File: src/rtl/instr_fetch_pkg.sv
// Shared fetch-stage definitions: NOP encoding, reset vector default and FSM states.
// ST_MISALIGN exists only when FETCH_MISALIGN_CHECK_EN is defined.
package instr_fetch_pkg;

    localparam logic [31:0] NOP_INSTR            = 32'h0000_0013;
    localparam logic [31:0] DEFAULT_RESET_VECTOR = 32'h0000_0000;

    typedef enum logic [2:0] {
        ST_BOOT     = 3'd0,
        ST_RUN      = 3'd1,
        ST_HOLD     = 3'd2,
        ST_FLUSH    = 3'd3
`ifdef FETCH_MISALIGN_CHECK_EN
        ,
        ST_MISALIGN = 3'd4
`endif
    } fetch_state_e;

    function automatic logic [31:0] align_target(input logic [31:0] target);
        return target & 32'hFFFF_FFFC;
    endfunction

endpackage

File: src/rtl/fetch_hold.sv
// Skid register that keeps the presented instruction/pc stable while decode stalls.
module fetch_hold
    import instr_fetch_pkg::*;
(
    input  logic        clk,
    input  logic        rst,
    input  logic        load,
    input  logic        clear,
    input  logic [31:0] ins_in,
    input  logic [31:0] pc_in,
    output logic        hold_valid,
    output logic [31:0] hold_ins,
    output logic [31:0] hold_pc
);

    logic        valid_q, valid_d;
    logic [31:0] ins_q, ins_d;
    logic [31:0] pc_q, pc_d;

    // Clear wins so a redirect always discards a captured instruction.
    always_comb begin
        valid_d = valid_q;
        ins_d   = ins_q;
        pc_d    = pc_q;
        if (clear) begin
            valid_d = 1'b0;
            ins_d   = NOP_INSTR;
            pc_d    = 32'h0;
        end else if (load) begin
            valid_d = 1'b1;
            ins_d   = ins_in;
            pc_d    = pc_in;
        end
    end

    always_ff @(posedge clk or posedge rst) begin
        if (rst) begin
            valid_q <= 1'b0;
            ins_q   <= NOP_INSTR;
            pc_q    <= 32'h0;
        end else begin
            valid_q <= valid_d;
            ins_q   <= ins_d;
            pc_q    <= pc_d;
        end
    end

    assign hold_valid = valid_q;
    assign hold_ins   = ins_q;
    assign hold_pc    = pc_q;

endmodule

File: src/rtl/instr_fetch.sv
// Instruction fetch stage: issues imem reads, presents ins/pc to decode, handles stall and redirect.
// Optional feature macro FETCH_MISALIGN_CHECK_EN traps misaligned redirect targets in ST_MISALIGN.
module instr_fetch
    import instr_fetch_pkg::*;
#(
    parameter logic [31:0] RESET_VECTOR = DEFAULT_RESET_VECTOR,
    parameter int unsigned IMEM_AW      = 11
) (
    input  logic               clk,
    input  logic               rst,
    input  logic [31:0]        mb_if__jump_target,
    input  logic               mb_if__branch_taken,
    input  logic               mb_if__trap_taken,
    input  logic               id_if__stall,
    input  logic [31:0]        imem_rdata,
    output logic               imem_read,
    output logic [IMEM_AW-1:0] imem_addr,
    output logic [31:0]        if_id__pc,
    output logic [31:0]        if_id__ins,
    output logic               if_id__valid,
    output logic               if_id__ins_misalign,
    output logic               pipe_flush,
    output logic [2:0]         dbg_state
);

    fetch_state_e state_q, state_d;
    logic [31:0]  fetch_pc_q, fetch_pc_d;
    logic [31:0]  req_pc_q, req_pc_d;
    logic         valid_q, valid_d;
    logic         flush_q, flush_d;
    logic         redirect;
    logic         issue;
    logic         hold_load;
    logic         hold_clear;
    logic [31:0]  target;
    logic         hold_valid;
    logic [31:0]  hold_ins;
    logic [31:0]  hold_pc;

    assign redirect = mb_if__branch_taken | mb_if__trap_taken;

`ifdef FETCH_MISALIGN_CHECK_EN
    logic misalign_q, misalign_d;
    assign target = mb_if__jump_target;
`else
    assign target = align_target(mb_if__jump_target);
`endif

    // Redirect takes precedence over stall in every state.
    always_comb begin
        state_d    = state_q;
        fetch_pc_d = fetch_pc_q;
        req_pc_d   = req_pc_q;
        issue      = 1'b0;
        hold_load  = 1'b0;
        hold_clear = 1'b0;
        if (redirect) begin
            hold_clear = 1'b1;
            fetch_pc_d = target;
            state_d    = ST_FLUSH;
`ifdef FETCH_MISALIGN_CHECK_EN
            if (target[1:0] != 2'b00) begin
                state_d  = ST_MISALIGN;
                req_pc_d = target;
            end
`endif
        end else begin
            case (state_q)
                ST_BOOT, ST_FLUSH: begin
                    issue   = 1'b1;
                    state_d = ST_RUN;
                end
                ST_RUN: begin
                    if (id_if__stall) begin
                        hold_load = 1'b1;
                        state_d   = ST_HOLD;
                    end else begin
                        issue = 1'b1;
                    end
                end
                ST_HOLD: begin
                    if (!id_if__stall) begin
                        issue      = 1'b1;
                        hold_clear = 1'b1;
                        state_d    = ST_RUN;
                    end
                end
                default: state_d = state_q;
            endcase
        end
        if (issue) begin
            req_pc_d   = fetch_pc_q;
            fetch_pc_d = fetch_pc_q + 32'd4;
        end
    end

    always_comb begin
        valid_d = (state_d == ST_RUN) || (state_d == ST_HOLD);
        flush_d = (state_d == ST_FLUSH);
`ifdef FETCH_MISALIGN_CHECK_EN
        misalign_d = (state_d == ST_MISALIGN);
        if (misalign_d) begin
            valid_d = 1'b1;
        end
`endif
    end

    always_ff @(posedge clk or posedge rst) begin
        if (rst) begin
            state_q    <= ST_BOOT;
            fetch_pc_q <= RESET_VECTOR;
            req_pc_q   <= 32'h0;
            valid_q    <= 1'b0;
            flush_q    <= 1'b0;
        end else begin
            state_q    <= state_d;
            fetch_pc_q <= fetch_pc_d;
            req_pc_q   <= req_pc_d;
            valid_q    <= valid_d;
            flush_q    <= flush_d;
        end
    end

`ifdef FETCH_MISALIGN_CHECK_EN
    always_ff @(posedge clk or posedge rst) begin
        if (rst) begin
            misalign_q <= 1'b0;
        end else begin
            misalign_q <= misalign_d;
        end
    end
    assign if_id__ins_misalign = misalign_q;
`else
    assign if_id__ins_misalign = 1'b0;
`endif

    fetch_hold u_hold (
        .clk        (clk),
        .rst        (rst),
        .load       (hold_load),
        .clear      (hold_clear),
        .ins_in     (imem_rdata),
        .pc_in      (req_pc_q),
        .hold_valid (hold_valid),
        .hold_ins   (hold_ins),
        .hold_pc    (hold_pc)
    );

    // The read strobe is combinational, so it is gated while reset holds the FSM in BOOT.
    assign imem_read = issue & ~rst;
    assign imem_addr = fetch_pc_q[IMEM_AW+1:2];

    always_comb begin
        case (state_q)
            ST_RUN:  if_id__ins = imem_rdata;
            ST_HOLD: if_id__ins = hold_ins;
            default: if_id__ins = NOP_INSTR;
        endcase
    end

    assign if_id__pc    = (state_q == ST_HOLD) ? hold_pc : req_pc_q;
    assign if_id__valid = (state_q == ST_HOLD) ? hold_valid : valid_q;
    assign pipe_flush   = flush_q;
    assign dbg_state    = state_q;

endmodule

File: config.mk
export PLATFORM = sky130hd
export DESIGN_NAME = instr_fetch
export DESIGN_NICKNAME = d
export VERILOG_FILES = /design/src/rtl/instr_fetch_pkg.sv /design/src/rtl/fetch_hold.sv /design/src/rtl/instr_fetch.sv
export SDC_FILE = /design/constraint.sdc
export NUM_CORES = 1
export LEC_CHECK = 0
export ABC_AREA = 1
export CELL_PAD_IN_SITES_DETAIL_PLACEMENT = 0
export CELL_PAD_IN_SITES_GLOBAL_PLACEMENT = 1
export CORE_ASPECT_RATIO = 0.8
export CORE_MARGIN = 2
export CORE_UTILIZATION = 36
export CTS_CLUSTER_DIAMETER = 120
export DETAILED_ROUTE_END_ITERATION = 10
export PLACE_DENSITY = 0.83
export RECOVER_POWER = 25
export SYNTH_ARGS = -nofsm -noshare
export SYNTH_HDL_FRONTEND = slang
export SYNTH_SLANG_ARGS = --single-unit
File: constraint.sdc
create_clock -name clk -period 4.3 [get_ports clk]
set_input_delay 0.43 -clock clk [delete_from_list [all_inputs] [get_ports clk]]
set_output_delay 0.43 -clock clk [all_outputs]
set_load 0.05 [all_outputs]
==> reports/qor.yml <==
timing:
  finalCriticalPeriod_ps: 3478
  tightest_slew_ps: 2059
  skew_ps: 8.313
  setup_ws_ps: 821.5
  drv_slew: 47
  tns_ps: 0
  fmax_mhz: 287.5
  rsz0062_at_grt: "no"
  worst_hold_slack_ps: 498.2
  hold_viol: 0
  slew_headroom_pct: -38.02
  layout_worst_path_cycle_share_pct: 80.89
  setup_viol: 0
setup_path:
  cp.buffers_inverters: 3
  endpoint_kind: "primary output"
  crit_arrival_ps: 3050
  worstSetupPathType: "flop to primary output"
  cp_slowest_stage_delay_ps: 870
  path_delay_family: "buffers and inverters"
  cp_data_required_time_ps: 3870
  crit_path_top_delay_cell: "clkdlybuf4s50_1"
  cp_common_cell: "inv_2"
  cp-startpoint: "dbg_state[0]"
  critPathMaxFanout: 33
  cp-start-kind: "flop"
  r2r-start: "dbg_state[0]"
  path_cells: "inv_2 > nand2_2 > nor2_4 > inv_2 > o22ai_1 > clkdlybuf4s50_1"
detailed_routing:
  drtIter0Drc: 403
  antenna_left: 0
  wl_per_cell_um: 14.96
  dr.pass1.iters: 4
  drt-total-wl_mm: 18.64
  vias: 6021
  drc: 0
  post_drt_via_cell_ratio: 4.832
clock_tree:
  ctsResizeCount: 0
  clock-sinks: 128
  ctsHoldBuffers: 0
  clockRootBuffer: "clkbuf_16"
  postCtsSetupRepairBufs: 0
  numCtsBuffers: 17
  clk_path_buf_depth: 2
  cts_tree: "done"
  htreeDepth: 4
  clkLatencyLatePin_ps: 420
  cts.clk_slew.worst_paths_ps: 60
global_route:
  grt_max_degree: 84
  grt_pass1_wl_mm: 31.01
  grt_use_total_pct: 20.17
  antenna_found_initial: 0
  grt_pass1_vias: 5873
  overflow: 0
pwr:
  vdd_drop_max_mv: 0.2905
  cellLeakagePower_uw: 0.003844
  p_per_area_mw_per_mm2: 428.5
  p_switching_uw: 1168
  power.share.switching_pct: 30.96
  power_uw: 3772
  intPower_uw: 2604
  power.share.clock_pct: 42.4
  seq_power_share_pct: 36.0
  combPwrFrac_pct: 21.6
placed_design:
  hpwl_mm: 12.87
  post-place-ws_ps: 1024
  port_buffers: 145
  placed_cells: 1215
  routabilityCongestion: 0.8740
floorplan:
  rows: 44
  die_y_um: 125.1
  io_pins: 151
  die_area_sq_mm: 0.01944
  start_util_pct: 36.54
  core-area_sq_mm: 0.01806
  die_w_um: 155.4
logic_synthesis:
  yosysSeqAreaShare_pct: 48.60
  syn-instance-count: 883
  yosys-top-cells-area: "dfrtp_1, nand2_1, inv_1"
  synth_top_area_cell: "dfrtp_1"
  synth-main-ff-cell: "dfrtp_1"
  netlist_area_sq_mm: 0.006599
  syn-mean-instance-area_sq_um: 7.473
  ys_types: 31
  synth_top_area_share_pct: 47.40
  yosysWarnings: 0
  synth_edf_count: 0
  synthArstFlopShare_pct: 100.0
  ys_seq_elements: 128
cells_and_area:
  final_cell_mix: "nand2_1, inv_1, clkdlybuf4s50_1"
  area_growth_pct: 33.39
  diodes: 0
  final_cells: 1246
  multi_input_area_sq_mm: 0.002546
  num-fill-cells: 1818
  fin_nets: 1074
  seq_area_sq_mm: 0.003207
  layout_commonest_cell: "nand2_1"
  drive_gt1_share_pct: 5.906
hold_path:
  hp-start: "u_hold.hold_ins[0]"
  hp-class: "flop to flop"
outcome:
  failed_checks: "max-capacitance violations, max-slew violations"
  status: "complete, but fails checks"
flow_run:
  maxCapViolCount: 1
==> sequential cells by signal, indices dropped and copies added (netlist names) <==
name,count
pipe_flush,1
u_hold.hold_valid,1
valid_q,1
dbg_state,3
req_pc_q,30
u_hold.hold_pc,30
fetch_pc_q,30
u_hold.hold_ins,32
==> synthesized netlist by cell type (2+ instances only) <==
library cell,count
dfstp_2,3
o22ai_1,88
buf_4,17
nand2_1,219
buf_2,15
dfrtp_1,125
nor2_2,4
a21oi_1,9
nand2_2,3
inv_2,5
o21ai_0,78
clkbuf_1,20
buf_1,2
nor2_1,88
inv_1,150
o21bai_1,2
o211ai_1,5
o21ai_1,6
nand3_1,32
==> final timing paths <==
kind                                       end  slack, ps  cells after the start
setup / recovery                 if_id__ins[6]        820                      6
hold / removal              u_hold.hold_ins[0]        500                      2
setup reg to reg           u_hold.hold_ins[16]       1010                      7
hold reg to reg             u_hold.hold_ins[0]        500                      2
max in group asynchronous    u_hold.hold_valid       1230                      3
min in group asynchronous           pipe_flush       1020                      2
==> power groups by stage <==
stage	clock network [uW]	logic, uW	registers [uW]
final	1600	816	1360
after global routing	1680	882	1370
after CTS	1630	826	1360
after detailed placement	0	822	1380
after global placement	0	817	1370
after floorplan	0	545	1360
==> cells by family (layout without fill, tap and decap cells) <==
logic type,after synthesis,in the layout,share of synthesized area (%)
other,1,3,0.05683
adders and majority gates,1,1,0.1896
and+or+nand+nor,353,353,21.39
AOI/OAI and AO/OA,190,190,16.50
xor gates and xnor gates,1,1,0.1328
buffers and inverters,209,340,13.14
DFF,128,128,48.60
==> metrics by stage <==
stage	util, %	instance area, sq um
CTS	48.82	8816
global route	48.75	8802
finish	48.75	8802
detailed placement	45.23	8167
floorplan	-	6606
global placement	45.23	8167
==> cell type report <==
| cell class | count | area share (%) |
|---|---|---|
| Clock inverter | 13 | 2.388 |
| Tap cell | 230 | 3.269 |
| Multi-Input combinational cell | 548 | 28.93 |
| Inverter | 155 | 6.624 |
| Sequential cell | 128 | 36.43 |
| Timing Repair Buffer | 154 | 17.37 |
| Clock buffer | 18 | 4.989 |
==> worst min-delay path: stages, from the launching register on <==
cell     delay [ps]
dfstp_2         360
nor2_1           90
a21oi_1          40
==> layer usage <==
| layer | share of wire [%] | global-route usage [%] | vias up | wire (um) |
|---|---|---|---|---|
| met5 | 0 | 0 | - | 0 |
| met4 | 1.3 | 5.235 | 0 | 249 |
| met3 | 5.1 | 4.645 | 18 | 951 |
| met2 | 42 | 29.15 | 148 | 7911 |
| met1 | 51 | 30.41 | 2810 | 9525 |
| li1 | - | - | 3045 | - |
Note: power is estimated with default switching activity, not from simulation.
